[src/rtl/tpu_pkg.sv]
// Shared definitions for the weight-fetch path: store geometry, tile limits,
// controller state encoding and the tile range check.
package tpu_pkg;

  localparam int ADDR_W    = 13;
  localparam int MEM_DEPTH = 32;
  localparam int ARRAY_DIM = 4;
  localparam int MAX_ROWS  = 4;

  // Widened constants for the range check, which is done at ADDR_W+3 bits
  // so base + rows*ARRAY_DIM can never wrap.
  localparam logic [ADDR_W+2:0] DIM_EXT   = (ADDR_W+3)'(ARRAY_DIM);
  localparam logic [ADDR_W+2:0] DEPTH_EXT = (ADDR_W+3)'(MEM_DEPTH);
  localparam logic [2:0]        MAX_ROWS_W = 3'(MAX_ROWS);
  localparam logic [ADDR_W-1:0] ADDR_STEP  = ADDR_W'(ARRAY_DIM);
  localparam logic [ADDR_W-1:0] DEPTH_ADDR = ADDR_W'(MEM_DEPTH);

  typedef enum logic [1:0] {
    IDLE  = 2'd0,
    ISSUE = 2'd1,
    DRAIN = 2'd2
  } wfc_state_t;

  // True when a tile of 'rows' rows starting at 'base' lies inside the store.
  function automatic logic tile_fits(input logic [ADDR_W-1:0] base,
                                     input logic [2:0]        rows);
    logic [ADDR_W+2:0] end_addr;
    end_addr = {3'd0, base} + ({{ADDR_W{1'b0}}, rows} * DIM_EXT);
    return (end_addr <= DEPTH_EXT);
  endfunction

endpackage

[src/rtl/weight_fetch_ctrl.sv]
// Weight-fetch controller: sequences row reads from the weight store into the
// systolic array and lends the store's write port to the host while idle.
module weight_fetch_ctrl
  import tpu_pkg::*;
(
  input  logic              clk,
  input  logic              reset,
  input  logic              host_wr_valid,
  output logic              host_wr_ready,
  input  logic [ADDR_W-1:0] host_wr_addr,
  input  logic [7:0]        host_wr_data,
  input  logic              fetch_start,
  input  logic [ADDR_W-1:0] fetch_base,
  input  logic [2:0]        fetch_rows,
  output logic              fetch_busy,
  output logic              fetch_done,
  output logic              fetch_err,
  output logic              mem_we,
  output logic [ADDR_W-1:0] mem_waddr,
  output logic [7:0]        mem_wdata,
  output logic [ADDR_W-1:0] mem_raddr,
  output logic              array_load_en,
  output logic [1:0]        array_load_row
);

  wfc_state_t        state;
  wfc_state_t        next_state;
  logic [1:0]        row_cnt;
  logic [2:0]        rows_cap;
  logic [ADDR_W-1:0] raddr_q;
  logic              load_en_q;
  logic [1:0]        load_row_q;
  logic              err_q;
  logic              zero_done_q;
  logic              accept;
  logic              zero_cmd;
  logic              bad_cmd;
  logic              last_row;
  logic              host_xfer;

  // Classify a command strobe seen in IDLE: accept, empty, or reject.
  always_comb begin
    accept   = 1'b0;
    zero_cmd = 1'b0;
    bad_cmd  = 1'b0;
    if ((state == IDLE) && fetch_start) begin
      if (fetch_rows == 3'd0) begin
        zero_cmd = 1'b1;
      end else if ((fetch_rows > MAX_ROWS_W) || !tile_fits(fetch_base, fetch_rows)) begin
        bad_cmd = 1'b1;
      end else begin
        accept = 1'b1;
      end
    end else begin
      accept = 1'b0;
    end
  end

  assign last_row = ({1'b0, row_cnt} == (rows_cap - 3'd1));

  // State register; reset aborts any command in flight.
  always_ff @(posedge clk or posedge reset) begin
    if (reset) begin
      state <= IDLE;
    end else begin
      state <= next_state;
    end
  end

  // Next-state logic: one ISSUE cycle per row, then a single DRAIN cycle
  // while the last row's data comes back from the store.
  always_comb begin
    next_state = state;
    case (state)
      IDLE:    next_state = accept ? ISSUE : IDLE;
      ISSUE:   next_state = last_row ? DRAIN : ISSUE;
      DRAIN:   next_state = IDLE;
      default: next_state = IDLE;
    endcase
  end

  // Row counter, read address and the one-cycle-delayed load strobe that
  // lines up with the store's read latency.
  always_ff @(posedge clk or posedge reset) begin
    if (reset) begin
      row_cnt     <= 2'd0;
      rows_cap    <= 3'd0;
      raddr_q     <= '0;
      load_en_q   <= 1'b0;
      load_row_q  <= 2'd0;
      err_q       <= 1'b0;
      zero_done_q <= 1'b0;
    end else begin
      if (accept) begin
        rows_cap <= fetch_rows;
        row_cnt  <= 2'd0;
        raddr_q  <= fetch_base;
      end else if ((state == ISSUE) && !last_row) begin
        row_cnt <= row_cnt + 2'd1;
        raddr_q <= raddr_q + ADDR_STEP;
      end
      load_en_q   <= (state == ISSUE);
      load_row_q  <= row_cnt;
      err_q       <= bad_cmd;
      zero_done_q <= zero_cmd;
    end
  end

  assign host_xfer = host_wr_valid && host_wr_ready;

  // Output decode; host writes pass straight through to the store when idle,
  // and out-of-range host writes are silently dropped.
  always_comb begin
    fetch_busy     = (state != IDLE);
    fetch_done     = (state == DRAIN) || zero_done_q;
    fetch_err      = err_q;
    host_wr_ready  = (state == IDLE) && !fetch_start;
    mem_we         = host_xfer && (host_wr_addr < DEPTH_ADDR) && !reset;
    mem_waddr      = '0;
    mem_wdata      = 8'd0;
    mem_raddr      = raddr_q;
    array_load_en  = load_en_q;
    array_load_row = load_row_q;
    if (mem_we) begin
      mem_waddr = host_wr_addr;
      mem_wdata = host_wr_data;
    end else begin
      mem_waddr = '0;
      mem_wdata = 8'd0;
    end
  end

endmodule

[config.mk]
export PLATFORM = sky130hd
export DESIGN_NAME = weight_fetch_ctrl
export DESIGN_NICKNAME = d
export VERILOG_FILES = /design/src/rtl/tpu_pkg.sv /design/src/rtl/weight_fetch_ctrl.sv
export SDC_FILE = /design/constraint.sdc
export NUM_CORES = 1
export LEC_CHECK = 0
export ABC_AREA = 1
export BUFFER_PORTS_ARGS = -buffer_cell sky130_fd_sc_hd__buf_2
export CAP_MARGIN = 20
export CORE_MARGIN = 5
export CORE_UTILIZATION = 35
export CTS_CLUSTER_SIZE = 28
export DETAILED_ROUTE_END_ITERATION = 8
export PLACE_DENSITY = 0.66
export SLEW_MARGIN = 30
export SYNTH_ARGS = -nofsm -noshare
export SYNTH_HDL_FRONTEND = slang
export SYNTH_SLANG_ARGS = --single-unit
[constraint.sdc]
create_clock -name clk -period 1.5 [get_ports clk]
set_input_delay 0.3 -clock clk [delete_from_list [all_inputs] [get_ports clk]]
set_output_delay 0.3 -clock clk [all_outputs]
set_load 0.005 [all_outputs]
==> flow_summary.toml <==
[grt]
gr-usage-all-layers_pct = 15.0
grt_max_degree = 26
grt_pass1_vias = 1700
grt_overflow = 0
grt_pass1_wl_um = 7530
antenna_found_initial = 0

[floorplanning]
pin_count = 83
fp.dieW_um = 78.8
core_um2 = 4660
die_area_um2 = 6200
rows = 25
start_util_pct = 35.5
die_h_um = 78.8

[timing]
setup_viol = 35
rsz0062_at_grt = "yes"
period_minus_slack_ns = 1.90
tns_ns = -7.92
hold_slack_ns = 0.186
finalMaxSlewViolations = 0
fmax_mhz = 527
hold_viol_final = 0
fin_skew_ns = 0.00288
post-route-period-util_pct = 127
worst_slack_ns = -0.399

[power]
switchingPower_mw = 0.416
internal_power_mw = 1.06
combPwrFrac_pct = 23.6
pwr-share-seq_pct = 48.0
peakVddDrop_mv = 0.385
finalPower_mw = 1.47
p_per_area_nw_per_um2 = 539
swShare_pct = 28.3
clockPowerShare_pct = 28.3
p_leak_nw = 1.48

[clocking]
cts_tree = "done"
cts-root-buf = "clkbuf_8"
cts.reportedPaths.clkPinSlew_ns = 0.09
htreeDepth = 1
cts.sink_count = 25
cts_buffers = 3
clockBufferDepth = 2
insertion_delay_ns = 0.28

[critical_path]
crit_chain = "nor2_2 > inv_2 > nor2_2 > and3_4 > inv_4 > buf_12 > nor2_1 > buf_2"
slowest_stage = "dfrtp_1"
reg2reg_depth = 8
cp_common_cell = "nor2_2"
critical_path_class = "reg -> out"
cp_data_required_time_ns = 1.20
end_kind = "primary output"
r2r-start = "rows_cap[1]"
start_kind = "flip-flop"
arrival_ns = 1.60
worstPathMaxFanout = 7
cpPeakStageDelay_ns = 0.40
startpoint = "state[0]"

[routing]
avgViaCountPerCell = 4.56
ant_nets = 0
wl_per_cell_um = 12.7
first_iter_violations = 47
via_count = 1747
totalWireLength_um = 4850
drcViolationCount = 0
dr.pass1.iters = 4

[synthesis]
syn_avg_cell_area_um2 = 7.70
synth.area.top_cells = "dfrtp_1, nand2_1, inv_1"
synthFlopType = "dfrtp_1"
synth-async-reset-ratio_pct = 100
synth-seq-area-share_pct = 37.8
synth_top_cell_area_share_pct = 37.8
synth_top_area_cell = "dfrtp_1"
synth_enable_flop_cells = 0
syn_area_um2 = 1660
synthCells = 215
yosys_warnings = 0
ys_types = 33
ys_ff_latch = 25

[placement]
postPlaceCellArea_um2 = 2280
dp_slack_ns = -0.518
port_buffers = 74
hpwl_um = 3350
placedCellCount = 364
gp_congestion = 0.799

[outcome]
violations = "setup timing"
status = "finished, violations left"

[cells_and_area]
drive_gt1_share_pct = 56.2
finalInstanceArea_um2 = 2730
final_cell_mix = "buf_2, nand2_1, inv_1, buf_4, dfrtp_1"
area_growth_pct = 64.8
nets = 377
final_common_cell = "buf_2"
fin_cells = 383
final_util_pct = 58.5
antennaDiodeCount = 0

[worst_hold_path]
hp-class = "in -> async"

[flow_run]
drv_cap = 0
## area by class of cell
| type | count | area, µm² |
|---|---|---|
| fill | 406 | 1930 |
| timing repair buffer | 111 | 752 |
| clock inverter | 1 | 7.51 |
| timing repair inverter | 1 | 6.26 |
| clock buffer | 3 | 41.3 |
| sequential | 25 | 626 |
| inverter | 32 | 130 |
| multi-input combinational | 156 | 1100 |
| tap | 54 | 67.6 |
## layer usage
metal / global-route usage, % / share of wire [%] / routed length [µm] / vias up
met5: 0 / 0 / 0 / -
met4: 4.37 / 1.3 / 61 / 0
met3: 2.27 / 4.6 / 223 / 7
met2: 27.7 / 55 / 2660 / 38
met1: 17.8 / 39 / 1900 / 803
li1: - / - / - / 899
## synth_stat cells, drive strengths merged (4+ instances only)
library cell and count:
dfrtp 25, nor2 33, nand4 7, nand3 19
nand2 44, nor3 4, xnor2 4, ha 5
buf 11, inv 32, o21ai 11, xor2 8
## final timing paths
path | to | slack (ns)
hold / removal | zero_done_q | 0.19
setup / recovery | mem_wdata[7] | -0.40
min in group clk | mem_raddr[0] | 0.26
max in group asynchronous | mem_raddr[10] | 1.07
setup reg to reg | mem_raddr[2] | -0.08
hold reg to reg | array_load_row[1] | 0.49
## registers in the layout, indices dropped and copies added (netlist names)
name,flops
array_load_row,2
mem_raddr,13
state,2
zero_done_q,1
rows_cap,3
row_cnt,2
fetch_err,1
array_load_en,1
## kinds of logic (layout without fill, tap and decap cells)
logic type | Yosys count | in the layout | share of synthesized area, %
compound gates | 15 | 15 | 5.37
xor+xnor | 12 | 12 | 6.35
fa+ha+maj | 6 | 6 | 4.99
buf+inv | 44 | 148 | 13.7
flops | 25 | 25 | 37.8
other cells | 1 | 8 | 0.227
simple gates | 112 | 115 | 31.6
## power groups by stage
stage | combinational [mW] | sequential, mW | clock [mW]
6_report | 0.347 | 0.706 | 0.417
5_1_grt | 0.388 | 0.709 | 0.445
4_1_cts | 0.319 | 0.706 | 0.421
3_5_place_dp | 0.273 | 0.718 | 0
3_3_place_gp | 0.266 | 0.718 | 0
2_1_floorplan | 0.137 | 0.719 | 0
## worst max-delay path: cells and delay by family, from the launching register on
kind | cells | cell delay (ns)
buffers and inverters | 4 | 0.35
flip-flops | 1 | 0.40
AND/OR/NAND/NOR | 4 | 0.57
## what timing repair did
| item | CTS | global route |
|---|---|---|
| cloned | 5 | 0 |
| buffers inserted | 7 | 5 |
| endpoints found under the hold margin | 0 | 0 |
| pin swaps | 16 | 18 |
| endpoints found under the setup margin | 35 | 35 |
| gates resized for setup | 47 | 23 |
| hold buffers | 0 | 0 |
Power figures use the tool's default switching activity.
